===== src/rtl/nn_node_pkg.sv =====
// Shared types and helpers for the neuron MAC node: default widths, FSM state
// encoding and the saturate/ReLU function used by the activation stage.
package nn_node_pkg;

    localparam int DW_DEFAULT   = 8;
    localparam int FRAC_DEFAULT = 0;

    // Working width of the saturate function; wide enough for any realistic AW.
    localparam int SAT_MAXW = 256;

    typedef enum logic [1:0] {
        ST_IDLE = 2'd0,
        ST_MAC  = 2'd1,
        ST_OUT  = 2'd2
    } state_t;

    // Clamp s into the signed dw-bit range, then optionally clamp negatives to 0.
    function automatic logic signed [SAT_MAXW-1:0] sat_act(
        input logic signed [SAT_MAXW-1:0] s,
        input int unsigned                dw,
        input logic                       relu
    );
        logic signed [SAT_MAXW-1:0] max_v;
        logic signed [SAT_MAXW-1:0] min_v;
        logic signed [SAT_MAXW-1:0] r;
        max_v = (SAT_MAXW'(1) << (dw - 1)) - SAT_MAXW'(1);
        min_v = ~max_v;
        if (s > max_v) begin
            r = max_v;
        end else if (s < min_v) begin
            r = min_v;
        end else begin
            r = s;
        end
        if (relu && r[SAT_MAXW-1]) begin
            r = '0;
        end
        return r;
    endfunction

endpackage


===== src/rtl/nn_sat_act.sv =====
// Combinational output stage: fixed-point rescale of the accumulator followed
// by saturation to DW bits and optional ReLU.
module nn_sat_act
    import nn_node_pkg::*;
#(
    parameter int AW   = 24,
    parameter int DW   = DW_DEFAULT,
    parameter int FRAC = FRAC_DEFAULT,
    parameter int RELU = 1
) (
    input  logic signed [AW-1:0] acc_in,
    output logic signed [DW-1:0] result
);

    logic signed [AW-1:0]       shifted;
    logic signed [SAT_MAXW-1:0] wide;
    logic signed [SAT_MAXW-1:0] sat;
    logic                       unused_sat_hi;

    always_comb begin
        // Arithmetic shift, so fractional bits round toward minus infinity.
        shifted = acc_in >>> FRAC;
        wide    = {{(SAT_MAXW-AW){shifted[AW-1]}}, shifted};
        sat     = sat_act(wide, DW, RELU != 0);
        result  = sat[DW-1:0];
    end

    assign unused_sat_hi = ^sat[SAT_MAXW-1:DW];

endmodule


===== src/rtl/neuron_mac_node.sv =====
// Single neuron: captures an input vector, accumulates bias + sum(in*w) with one
// time-multiplexed multiplier, then presents the saturated/activated result.
module neuron_mac_node
    import nn_node_pkg::*;
#(
    parameter int N_IN = 5,
    parameter int DW   = DW_DEFAULT,
    parameter int FRAC = FRAC_DEFAULT,
    parameter int RELU = 1,
    localparam int AW  = 2*DW + $clog2(N_IN) + 1,
    localparam int IW  = $clog2(N_IN+1)
) (
    input  logic               clk,
    input  logic               reset,
    input  logic               in_valid,
    output logic               in_ready,
    input  logic [N_IN*DW-1:0] in_data,
    input  logic               w_we,
    input  logic [IW-1:0]      w_addr,
    input  logic [DW-1:0]      w_data,
    output logic               out_valid,
    input  logic               out_ready,
    output logic [DW-1:0]      out_data,
    output logic               busy
);

    state_t                state_q, state_d;
    logic signed [DW-1:0]  in_vec [N_IN];
    logic signed [DW-1:0]  in_q   [N_IN];
    logic signed [DW-1:0]  in_d   [N_IN];
    logic signed [DW-1:0]  w_q    [N_IN+1];
    logic signed [DW-1:0]  w_d    [N_IN+1];
    logic signed [AW-1:0]  acc_q, acc_d;
    logic signed [AW-1:0]  acc_sum;
    logic signed [AW-1:0]  bias_init;
    logic [IW-1:0]         idx_q, idx_d;
    logic                  out_valid_q, out_valid_d;
    logic signed [DW-1:0]  out_data_q, out_data_d;
    logic signed [DW-1:0]  act_result;
    logic signed [DW-1:0]  in_sel, w_sel;
    logic signed [2*DW-1:0] product;

    genvar gi;
    generate
        for (gi = 0; gi < N_IN; gi++) begin : g_unpack
            assign in_vec[gi] = in_data[gi*DW +: DW];
        end
    endgenerate

    // Operand select for the shared multiplier.
    always_comb begin
        in_sel = '0;
        w_sel  = '0;
        for (int i = 0; i < N_IN; i++) begin
            if (idx_q == IW'(i)) begin
                in_sel = in_q[i];
                w_sel  = w_q[i];
            end
        end
    end

    always_comb begin
        product   = in_sel * w_sel;
        acc_sum   = acc_q + {{(AW-2*DW){product[2*DW-1]}}, product};
        bias_init = {{(AW-DW){w_q[N_IN][DW-1]}}, w_q[N_IN]} <<< FRAC;
    end

    // Fed with the running sum so the last product lands in out_data on entry to OUT.
    nn_sat_act #(
        .AW   (AW),
        .DW   (DW),
        .FRAC (FRAC),
        .RELU (RELU)
    ) u_sat_act (
        .acc_in (acc_sum),
        .result (act_result)
    );

    always_comb begin
        state_d     = state_q;
        in_d        = in_q;
        w_d         = w_q;
        acc_d       = acc_q;
        idx_d       = idx_q;
        out_valid_d = out_valid_q;
        out_data_d  = out_data_q;

        // Coefficients are frozen while a vector is being accumulated.
        if (w_we && (state_q != ST_MAC) && (w_addr <= IW'(N_IN))) begin
            w_d[w_addr] = w_data;
        end

        case (state_q)
            ST_IDLE: begin
                if (in_valid) begin
                    in_d    = in_vec;
                    acc_d   = bias_init;
                    idx_d   = '0;
                    state_d = ST_MAC;
                end
            end
            ST_MAC: begin
                acc_d = acc_sum;
                if (idx_q == IW'(N_IN-1)) begin
                    out_valid_d = 1'b1;
                    out_data_d  = act_result;
                    state_d     = ST_OUT;
                end else begin
                    idx_d = idx_q + 1'b1;
                end
            end
            ST_OUT: begin
                if (out_ready) begin
                    out_valid_d = 1'b0;
                    state_d     = ST_IDLE;
                end
            end
            default: begin
                out_valid_d = 1'b0;
                state_d     = ST_IDLE;
            end
        endcase
    end

    always_ff @(posedge clk) begin
        if (reset) begin
            state_q     <= ST_IDLE;
            acc_q       <= '0;
            idx_q       <= '0;
            out_valid_q <= 1'b0;
            out_data_q  <= '0;
            for (int i = 0; i < N_IN; i++) begin
                in_q[i] <= '0;
            end
            for (int i = 0; i <= N_IN; i++) begin
                w_q[i] <= '0;
            end
        end else begin
            state_q     <= state_d;
            acc_q       <= acc_d;
            idx_q       <= idx_d;
            out_valid_q <= out_valid_d;
            out_data_q  <= out_data_d;
            in_q        <= in_d;
            w_q         <= w_d;
        end
    end

    assign in_ready  = (state_q == ST_IDLE);
    assign busy      = (state_q != ST_IDLE);
    assign out_valid = out_valid_q;
    assign out_data  = out_data_q;

endmodule


===== config.mk =====
export PLATFORM = sky130hd
export DESIGN_NAME = neuron_mac_node
export DESIGN_NICKNAME = d
export VERILOG_FILES = /design/src/rtl/nn_node_pkg.sv /design/src/rtl/nn_sat_act.sv /design/src/rtl/neuron_mac_node.sv
export SDC_FILE = /design/constraint.sdc
export NUM_CORES = 1
export LEC_CHECK = 0
export CORE_MARGIN = 5
export CORE_UTILIZATION = 40
export DETAILED_ROUTE_END_ITERATION = 10
export GPL_TIMING_DRIVEN = 1
export PLACE_DENSITY = 0.6
export SETUP_SLACK_MARGIN = 0.15
export SYNTH_ARGS = -nofsm -noshare
export SYNTH_HDL_FRONTEND = slang
export SYNTH_SLANG_ARGS = --single-unit

===== constraint.sdc =====
create_clock -name clk -period 10.55 [get_ports clk]
set_input_delay 2.11 -clock clk [delete_from_list [all_inputs] [get_ports clk]]
set_output_delay 2.11 -clock clk [all_outputs]
set_load 0.05 [all_outputs]

==> out/metrics.cfg <==
[synthesis]
ys_top_cells_by_count=nor2_1, dfxtp_1, nand2_1, inv_1, a21oi_1
synth_top_family_by_area=adder cells
synthXorXnorAreaFrac_pct=2.54
synth-simple-area-share_pct=20.6
ys_seq_area_share_pct=27.7
ys_warn_count=0
synth_area_um2=8830
async_flop_share_pct=0
synth_fa_ha_area_share_pct=20.6
syn_inst=1062
synthFlopType=dfxtp_1
avgSynthCellArea_um2=8.31
yosysTopAreaCell=dfxtp_1
synth_area_leaders=dfxtp_1, fa_1, ha_1
synth_nets=1230
yosysMostFrequentCell=nor2_1
synth_top_area_share_pct=27.7
synth_edf_count=0
ys_types=73
synth-compound-area-share_pct=16.3
synthMuxAreaShare_pct=5.91
ys_seq_elements=122

[global_route]
antenna_found_initial=0
grt_pass1_vias=7500
track_usage_pct=18.9
grt_max_degree=104
grt-ovfl-total=0
grt_pass1_wl_um=38200

[clock_tree]
root_buffer=clkbuf_16
postCtsSetupBuffers=0
htree_num_levels=4
cts_made_buffers=17
clk_path_buf_depth=2
cts.reportedPaths.clkPinSlew_ns=0.06
clock_latency_ns=0.43
clkSinkCount=122
cts_tree=done

[worst_setup_path]
path_max_fanout=17
cp_slowest_stage_delay_ns=0.55
critPathBufInv=4
rr_startpoint=idx_q[2]
critPathKind=register to register
worstSetupStartpointType=register
path_common_cell=fa_1
cp.required_ns=10.84
critPathTopFamily=adder cells
arrival_ns=10.00
critPathSlowestCell=fa_1
startpoint=idx_q[2]
end_kind=register

[die]
die_h_um=159
ios=67
die_area_um2=25100
rows=54
fp.dieW_um=159
core-area_um2=21800
start_util_pct=40.6

[timing]
period_share_pct=92.0
finalClockSkew_ns=0.0180
drv_slew=0
slew_headroom_pct=25.4
fin_crit_ns=9.71
worstMarginPinSlew_ns=1.12
rsz0062_at_grt=no
tns_ns=0
setup_violations=0
fmax_mhz=103
hold_viol=0

[flow_run]
cap_viol_max_count=0

[finish]
fin_area_um2=10400
fillCellCount=2185
fin_nets=1283
drive_above_1_share_pct=7.98
diodes=0
area_growth_syn_to_layout_pct=17.5

[place]
routabilityCongestion=0.864
portBuffers=66
place_hpwl_um=17700
place_area_um2=9760

[worst_hold_path]
hold_start=in_q[39]
min_path_type=register to register

[route]
vias_per_cell=5.42
routed_wl_um=23700
drt_pre_antenna_iters=7
wl_per_cell_um=16.8
drt_iter0_drc=510
final_antenna_net_count=0
routed-via-count=7631
drc=0

[power]
total_power_mw=1.37
vdd_drop_max_mv=0.101
p_leak_nw=4.40
p_per_area_nw_per_um2=132

[run_status]
status=complete, no violations

[worst register-to-register path: cells and delay by family (launching register included)]
kind | cells | cell delay, ns
buffers and inverters | 4 | 0.63
adders and majority gates | 7 | 3.12
DFF | 1 | 0.45
xor gates and xnor gates | 1 | 0.11
and+or+nand+nor | 12 | 2.65
AOI/OAI and AO/OA | 10 | 2.65
[report_power, final]
part	internal [mW]	total, mW	switching, mW
sequential	0.478	0.489	0.0113
combinational	0.113	0.289	0.176
clock	0.340	0.589	0.249
total	0.931	1.37	0.436
[path summary, 6_finish.rpt]
check | slack, ns | depth (start not counted) | end
max reg2reg | 0.84 | 34 | out_data[6]
min | 0.45 | 2 | in_q[39]
min reg2reg | 0.45 | 2 | in_q[39]
max | 0.84 | 34 | out_data[6]
[what timing repair did]
action	in CTS	in global routing
gates resized for setup	0	8
hold buffers	0	0
setup endpoints to repair	0	8
[kinds of logic (layout without fill, tap and decap cells)]
group	count (synthesis)	after routing
adder cells (fa/ha/maj)	112	112
XOR/XNOR	24	24
AND/OR/NAND/NOR	400	400
AO/OA/AOI/OAI	210	210
flip-flops	122	122
buffers and inverters	142	208
multiplexers	52	52
[cell usage in the layout, fill, tap and decap left out, types with 5 or more instances in the layout]
master and n:
nand3_1 8, nor2b_1 14, ha_1 54, nand4_1 6, a2111oi_0 6, nor4_1 8, fa_1 56, and3_1 10
inv_6 6, a31oi_1 6, clkbuf_16 17, clkdlybuf4s50_1 65, a21o_1 10, a222oi_1 16, a21oi_1 67, nor2_1 165
mux2i_1 51, o311ai_0 16, nand2_1 119, xnor2_1 19, a221oi_1 14, dfxtp_1 122, and2_1 6, o21a_1 6
inv_1 91, or2_2 15, buf_4 19, o21ai_0 18, o21ai_1 16, nor3_1 12, nor3b_1 5, nand2b_1 5
[per-layer routing]
| metal | vias up | part of all wire [%] | wire length [µm] | global-route usage (%) |
|---|---|---|---|---|
| met2 | 169 | 47 | 11200 | 31.7 |
| met3 | 19 | 4.4 | 1050 | 2.83 |
| met5 | - | 0 | 0 | 0 |
| li1 | 3766 | - | - | - |
| met4 | 0 | 1.2 | 283 | 5.16 |
| met1 | 3677 | 47 | 11100 | 25.5 |
[flip-flops by register name, indices dropped and copies added (netlist names)]
signal,flops
out_data,8
acc_q,20
in_q,40
w_q,40
state_q,2
bias_init,8
idx_q,3
out_valid,1
[metrics by stage]
stage	utilization, %	hold WS, ns	worst slack [ns]	instances
4_1_cts	47.6	0.457	0.563	1408
3_3_place_gp	44.9	0.444	0.774	1376
6_report	47.7	0.455	0.842	1408
2_1_floorplan	-	0.436	1.89	1062
3_5_place_dp	44.9	0.449	0.590	1376
5_1_grt	47.7	0.477	0.171	1408
[final cells by class]
cell class / count / area (µm²) / share of cell area, %
multi-input combinational: 798 / 5860 / 56.4
tap: 280 / 350 / 3.38
sequential: 122 / 2440 / 23.5
clock buffer: 18 / 439 / 4.23
inverter: 92 / 345 / 3.33
timing repair buffer: 84 / 793 / 7.65
clock inverter: 14 / 149 / 1.44
Power figures use the tool's default switching activity.
